### src/rtl/fbcd_pkg.sv
// Shared types and constants for the BCD-fraction to binary-fraction converter.
// The ROUND state exists only when FBCD_ROUND_EN is defined.
package fbcd_pkg;

    localparam int                     BCD_DIGIT_W = 4;
    localparam logic [BCD_DIGIT_W-1:0] BCD_MAX     = 4'd9;

    typedef enum logic [1:0] {
        IDLE  = 2'd0,
        SHIFT = 2'd1,
`ifdef FBCD_ROUND_EN
        ROUND = 2'd2,
`endif
        DONE  = 2'd3
    } fbcd_state_e;

    function automatic logic digit_bad(input logic [BCD_DIGIT_W-1:0] d);
        return d > BCD_MAX;
    endfunction

endpackage

### src/rtl/fbcd_fbin_seq_bcd_dbl_digit.sv
// One BCD digit of the doubling chain: digit_out/cout = 2*d + cin, decimal-corrected.
module bcd_dbl_digit
    import fbcd_pkg::*;
(
    input  logic [BCD_DIGIT_W-1:0] d,
    input  logic                   cin,
    output logic [BCD_DIGIT_W-1:0] digit_out,
    output logic                   cout
);

    logic [BCD_DIGIT_W:0] sum;

    assign sum  = {d, cin};
    assign cout = (sum >= 5'd10);
    // Subtracting 10 modulo 16 is the same as adding 6 to the low nibble.
    assign digit_out = sum[BCD_DIGIT_W-1:0] + (cout ? 4'd6 : 4'd0);

endmodule

### src/rtl/fbcd_fbin_seq.sv
// Sequential BCD fraction (0.d1..dN) to binary fraction converter by repeated BCD doubling.
// Define FBCD_ROUND_EN to add a round-half-up ROUND cycle with saturation.
//
//   state | meaning
//   IDLE  | ready, waiting for start
//   SHIFT | one result bit per cycle, MSB first; bad digit aborts to DONE
//   ROUND | (FBCD_ROUND_EN only) add guard bit, saturate at all-ones
//   DONE  | valid pulse, result held until next accepted start
module fbcd_fbin_seq
    import fbcd_pkg::*;
#(
    parameter int DIGITS    = 4,
    parameter int FRAC_BITS = 16
) (
    input  logic                          clk,
    input  logic                          rst,
    input  logic                          start,
    input  logic [BCD_DIGIT_W*DIGITS-1:0] bcd_in,
    output logic                          ready,
    output logic                          valid,
    output logic [FRAC_BITS-1:0]          bin_out,
    output logic                          err
);

    localparam int W     = BCD_DIGIT_W * DIGITS;
    localparam int CNT_W = $clog2(FRAC_BITS + 1);

    fbcd_state_e          state_q, state_d;
    logic [W-1:0]         digits_q, digits_d;
    logic [W-1:0]         digits_dbl;
    logic [FRAC_BITS-1:0] bin_q, bin_d;
    logic [CNT_W-1:0]     cnt_q, cnt_d;
    logic                 err_q, err_d;
    logic [DIGITS:0]      carry;
    logic                 any_bad;

    // Carry ripples from the least significant digit (bits [3:0]) up to d1.
    assign carry[0] = 1'b0;

    for (genvar g = 0; g < DIGITS; g++) begin : g_dbl
        bcd_dbl_digit u_dbl (
            .d         (digits_q[g*BCD_DIGIT_W +: BCD_DIGIT_W]),
            .cin       (carry[g]),
            .digit_out (digits_dbl[g*BCD_DIGIT_W +: BCD_DIGIT_W]),
            .cout      (carry[g+1])
        );
    end

    always_comb begin
        any_bad = 1'b0;
        for (int i = 0; i < DIGITS; i++) begin
            if (digit_bad(digits_q[i*BCD_DIGIT_W +: BCD_DIGIT_W])) any_bad = 1'b1;
        end
    end

    always_comb begin
        state_d  = state_q;
        digits_d = digits_q;
        bin_d    = bin_q;
        cnt_d    = cnt_q;
        err_d    = err_q;
        case (state_q)
            IDLE: begin
                if (start) begin
                    digits_d = bcd_in;
                    bin_d    = '0;
                    err_d    = 1'b0;
                    cnt_d    = '0;
                    state_d  = SHIFT;
                end
            end
            SHIFT: begin
                if (any_bad) begin
                    err_d   = 1'b1;
                    bin_d   = '0;
                    state_d = DONE;
                end else begin
                    digits_d = digits_dbl;
                    bin_d    = {bin_q[FRAC_BITS-2:0], carry[DIGITS]};
                    cnt_d    = cnt_q + CNT_W'(1);
                    if (cnt_q == CNT_W'(FRAC_BITS - 1)) begin
`ifdef FBCD_ROUND_EN
                        state_d = ROUND;
`else
                        state_d = DONE;
`endif
                    end
                end
            end
`ifdef FBCD_ROUND_EN
            ROUND: begin
                // One more doubling gives the guard bit.
                if (!(&bin_q)) bin_d = bin_q + FRAC_BITS'(carry[DIGITS]);
                state_d = DONE;
            end
`endif
            DONE: begin
                state_d = IDLE;
            end
            default: begin
                state_d = IDLE;
            end
        endcase
    end

    always_ff @(posedge clk) begin
        if (rst) begin
            state_q  <= IDLE;
            digits_q <= '0;
            bin_q    <= '0;
            cnt_q    <= '0;
            err_q    <= 1'b0;
        end else begin
            state_q  <= state_d;
            digits_q <= digits_d;
            bin_q    <= bin_d;
            cnt_q    <= cnt_d;
            err_q    <= err_d;
        end
    end

    assign ready   = (state_q == IDLE);
    assign valid   = (state_q == DONE);
    assign bin_out = bin_q;
    assign err     = err_q;

endmodule
### config.mk
export PLATFORM = sky130hd
export DESIGN_NAME = fbcd_fbin_seq
export DESIGN_NICKNAME = d
export VERILOG_FILES = /design/src/rtl/fbcd_pkg.sv /design/src/rtl/fbcd_fbin_seq_bcd_dbl_digit.sv /design/src/rtl/fbcd_fbin_seq.sv
export SDC_FILE = /design/constraint.sdc
export NUM_CORES = 1
export LEC_CHECK = 0
export CAP_MARGIN = 30
export CORE_UTILIZATION = 46
export DETAILED_ROUTE_END_ITERATION = 8
export PLACE_DENSITY = 0.86
export SYNTH_ARGS = -nofsm -noshare
export SYNTH_HDL_FRONTEND = slang
export SYNTH_SLANG_ARGS = --single-unit
### constraint.sdc
create_clock -name clk -period 1.54 [get_ports clk]
set_input_delay 0.308 -clock clk [delete_from_list [all_inputs] [get_ports clk]]
set_output_delay 0.308 -clock clk [all_outputs]
set_load 0.005 [all_outputs]
# After elaboration in Yosys (flattened, before gate mapping)
# Cells that the tools add are included.
# totals
register_bits,40
wordCells,55
# classes
n_addsub,5
n_lt_le_gt_ge,8
n_eq_ne,7
n_mux,24
reduce_logical,6
# ops
cell,n
16-bit two-way mux,4
16-bit one-hot mux with 2 select lines,2
5-bit by 4-bit >= comparator with 1-bit output (second input constant),4
4-bit adder,4
4-bit greater-than comparator (second input constant),4
3-bit two-way mux,4
5-bit two-way mux,2
5-bit one-hot mux with 2 select lines,1
1-bit two-way mux,6
2-bit two-way mux,3
2-bit != test (second input constant),3
3-bit AND reduction,2
5-bit by 1-bit adder with 5-bit output (second input constant),1
5-bit by 4-bit equality test with 1-bit output (second input constant),1
2-bit one-hot mux with 2 select lines,1
2-bit AND reduction,2
3-bit != test (second input constant),1
2-bit by 1-bit equality test with 1-bit output (second input constant),1
2-bit equality test (second input constant),1
2-bit zero test,1
1-bit one-hot mux with 2 select lines,1
2-bit nonzero test,1

# Depth between registers and ports, before layout
# logic_depth
ltp_word,8
mapped_depth,9
ltp_nobuf,9

# Cells and area by module
# A second synthesis with hierarchy kept.
# unflattened
hier_cells,236
area_unflattened_um2,2109.5
# modules_own_cells
mod,n_inst,cells_per_inst,area_each_um2,seq_area_each_um2
fbcd_fbin_seq,1,212,1869.3,800.8
bcd_dbl_digit,4,6,60.1,0.0

# Worst setup path before layout
# Ideal clock, no wire load.
# synth_timing
kind,register -> register
from,register digits_q[0]
to,register digits_q[2]
setup_ns,0.072
t_arrival_ns,1.593
t_required_ns,1.468
path_slack_ns,-0.125
path_stages_with_launch,10
path_buffers,0
period_less_slack_ns,1.665
cell_sequence,dfxtp_1 o21a_1 nor2_1 inv_1 ha_1 inv_1 fa_1 nand2_1 o211ai_1 mux2i_1
# synth_via
elab_chain_cells,7
elab_cells_between_ends,12
cone_classes,1 x add/sub; 2 x order compare; 1 x eq/ne; 7 x mux; 1 x reduce/logical
# synth_lines
item,line,text
from (decl),fbcd_fbin_seq.sv:29,"logic [W-1:0] digits_q, digits_d;"
from (signal assigned),fbcd_fbin_seq.sv:115,digits_q <= digits_d;
branches (longest 7 deep; another with 5-bit by 4-bit >= comparator with 1-bit output),n/a,
# Several ways; the timed one is not identified. The select of a mux whose other input is x is not followed.
# A chain may end at the register's enable or synchronous reset.

# Final worst setup path
# layout_timing
from,register digits_q[5]
to,register cnt_q[0]
# layout_via
elab_chain_cells,6
# layout_lines
item,line,text
4-bit greater-than comparator,fbcd_pkg.sv:18,return d > BCD_MAX;
1-bit two-way mux (3 in series),fbcd_fbin_seq.sv:52,if (digit_bad(digits_q[i*BCD_DIGIT_W +: BCD_DIGIT_W])) any_bad = 1'b1;
2-bit != test (no source line),n/a,
3-bit AND reduction (no source line),n/a,
to (signal assigned),fbcd_fbin_seq.sv:117,cnt_q <= cnt_d;
to (decl),fbcd_fbin_seq.sv:32,"logic [CNT_W-1:0] cnt_q, cnt_d;"
# Every way passes these cells.

==> results.cfg <==
[status]
status = complete, but fails checks
failed_checks = setup timing

[timing]
setup_viol = 18
min_period_ns = 1.737
relSlewSlack_pct = 75.83
post-route-period-util_pct = 112.8
layout_setup_ws_ns = -0.1971
slew_viol_final = 0
finClkSkew_ns = 0.005079
fin_hold_ws_ns = 0.4842
fmax_ghz = 0.5757
rsz0062_at_grt = true
max_slew.worst_pin.slew_ns = 0.3604
hold_violations = 0

[worst_setup_path]
critPathCaptureType = flop
path_class = reg2reg
cp-start-kind = flop
path_max_fanout = 4
cp.required_ns = 1.78
crit_arrival_ns = 1.97

[cells_and_area]
diodes = 0
final_cell_mix = clkdlybuf4s50_1, buf_4, nand2_1
layout.cells.most_common = clkdlybuf4s50_1
fin_util_pct = 72.60
drive_above_1_share_pct = 33.33
area_growth_pct = 48.93
nets = 319

[cts]
root_buffer = clkbuf_8
ctsHoldBuffers = 0
numCtsBuffers = 5
cts_tree = yes
clock-sinks = 40
path_clk_slew_ns = 0.09
htreeDepth = 2
cts.path.max_buffers = 2
clock_latency_ns = 0.30

[detailed_routing]
antenna_left = 0
drc = 0
viasPerCell = 5.765
dr.pass1.iters = 4
via_count = 1966
routed_wl_um = 5609
wl_per_cell_um = 16.45
drtIter0Drc = 107

[power]
finalPower_mw = 3.281
cellPowerDensity_nw_per_um2 = 1106
ir_drop_v = 0.0008619
p_leak_nw = 1.150

[place]
gp_congestion = 0.8285
place.port_buffers = 37
dpl.hpwl_um = 3434

[worst_hold_path]
hp-class = reg2reg

[synthesis]
async_flop_share_pct = 0
ys_seq_elements = 40
synth_ff_type = dfxtp_1
synth_warnings = 0
netlist_instances = 220
avgSynthCellArea_um2 = 9.054
syn_area_um2 = 1992
synthesis.nets = 249
synth-seq-area-share_pct = 40.20
netlist-cell-type-count = 37
synth_edf_count = 0

[global_route]
antenna_found_initial = 0
grt_pass1_vias = 1906
grt_max_degree = 42
groute.usage.overall_pct = 25.49
grt_overflow = 0
grt_pass1_wl_um = 8535

[floorplan]
std_cell_rows = 23
io_pins = 38
die_h_um = 67.81
initial_core_util_pct = 48.74
core_area_um2 = 4086
dieArea_um2 = 4598
fp.dieW_um = 67.81

[run]
max_cap_violations = 0
==> where the power goes <==
| group | internal, mW | total, mW | switching (mW) | leakage [nW] |
|---|---|---|---|---|
| clock network | 0.321 | 0.724 | 0.403 | 0.0404 |
| registers | 1.14 | 1.21 | 0.0744 | 0.332 |
| logic | 0.694 | 1.34 | 0.649 | 0.777 |
==> per-layer routing <==
layer | vias to the layer above | part of all wire, % | global-route usage (%)
met5 | - | 0 | 0
met2 | 75 | 51 | 44.68
met4 | 0 | 1.7 | 9.635
met1 | 937 | 41 | 29.01
met3 | 11 | 6.2 | 7.264
li1 | 943 | - | -
==> stage by stage <==
step / cell area [µm²] / worst slack, ns / setup TNS, ns / std cells
floorplan: 2014 / -0.08005 / -0.4358 / 220
global placement: 2643 / -0.1079 / -0.5340 / 320
detailed placement: 2643 / -0.2304 / -1.040 / 320
CTS: 2870 / -0.1389 / -1.324 / 339
global route: 2967 / -0.2521 / -3.088 / 341
finish: 2967 / -0.1971 / -1.918 / 341
==> critical path, stage by stage, from the launching register on <==
cell and delay, ns:
dfxtp_2 0.34, buf_6 0.12, o21ai_2 0.13, nand4_1 0.22, buf_4 0.22, buf_4 0.14
or3_1 0.34, a21oi_1 0.15
==> repair_timing <==
| item | in CTS | in global routing |
|---|---|---|
| pin swaps | 11 | 9 |
| gates cloned | 1 | 1 |
| resized for setup | 14 | 24 |
| setup endpoints to repair | 16 | 24 |
| setup buffers | 10 | 1 |
==> layout make-up <==
class | count | area (µm²)
Sequential cell | 40 | 822.0
Tap cell | 50 | 62.56
Clock buffer | 5 | 68.82
Clock inverter | 3 | 23.77
Multi-Input combinational cell | 153 | 1142
Timing Repair Buffer | 81 | 813.3
Inverter | 9 | 33.78
Fill cell | 295 | 1120
==> cell usage after synthesis (2+ instances only) <==
cell type  instances  area [µm²]
o21ai_0            3       15.01
o21ai_1            4       20.02
a32oi_1           16       140.1
a211o_1            2       17.52
xnor2_1            4       35.03
o211ai_1           6       45.04
buf_4              2       15.01
a21oi_1            5       25.02
a311oi_1           8       70.07
buf_2              8       40.04
a211oi_1          10       75.07
buf_6              2       22.52
nand2b_1           3       18.77
nor2_1            24       90.09
or4_1              2       15.01
nand3_1            2       10.01
and2_1             2       12.51
inv_1              9       33.78
nand2_1           29       108.9
o31ai_1            3       22.52
clkbuf_1           6       22.52
dfxtp_1           40       800.8
mux2i_1            7       70.07
fa_1               4       80.08
o21a_1             2       15.01
ha_1               6       75.07
==> sequential cells by signal, indices dropped and copies added (netlist names) <==
name / count
bin_out: 16
cnt_q: 5
digits_q: 16
err: 1
state_q: 2
==> kinds of logic after synthesis <==
group           Yosys count  share of synthesized area [%]
fa+ha+maj                10                          7.789
xor+xnor                  4                          1.759
flops                    40                          40.20
simple gates             68                          14.82
compound gates           64                          25.19
mux                       7                          3.518
buf+inv                  27                          6.721
==> final timing paths <==
| path | to | cells after the start | start | slack (ns) |
|---|---|---|---|---|
| max | cnt_q[0] | 7 | digits_q[5] | -0.20 |
| min | digits_q[15] | 2 | digits_q[15] | 0.48 |
| max reg2reg | cnt_q[0] | 7 | digits_q[5] | -0.20 |
| min reg2reg | digits_q[15] | 2 | digits_q[15] | 0.48 |
(Power assumes the default switching activity.)
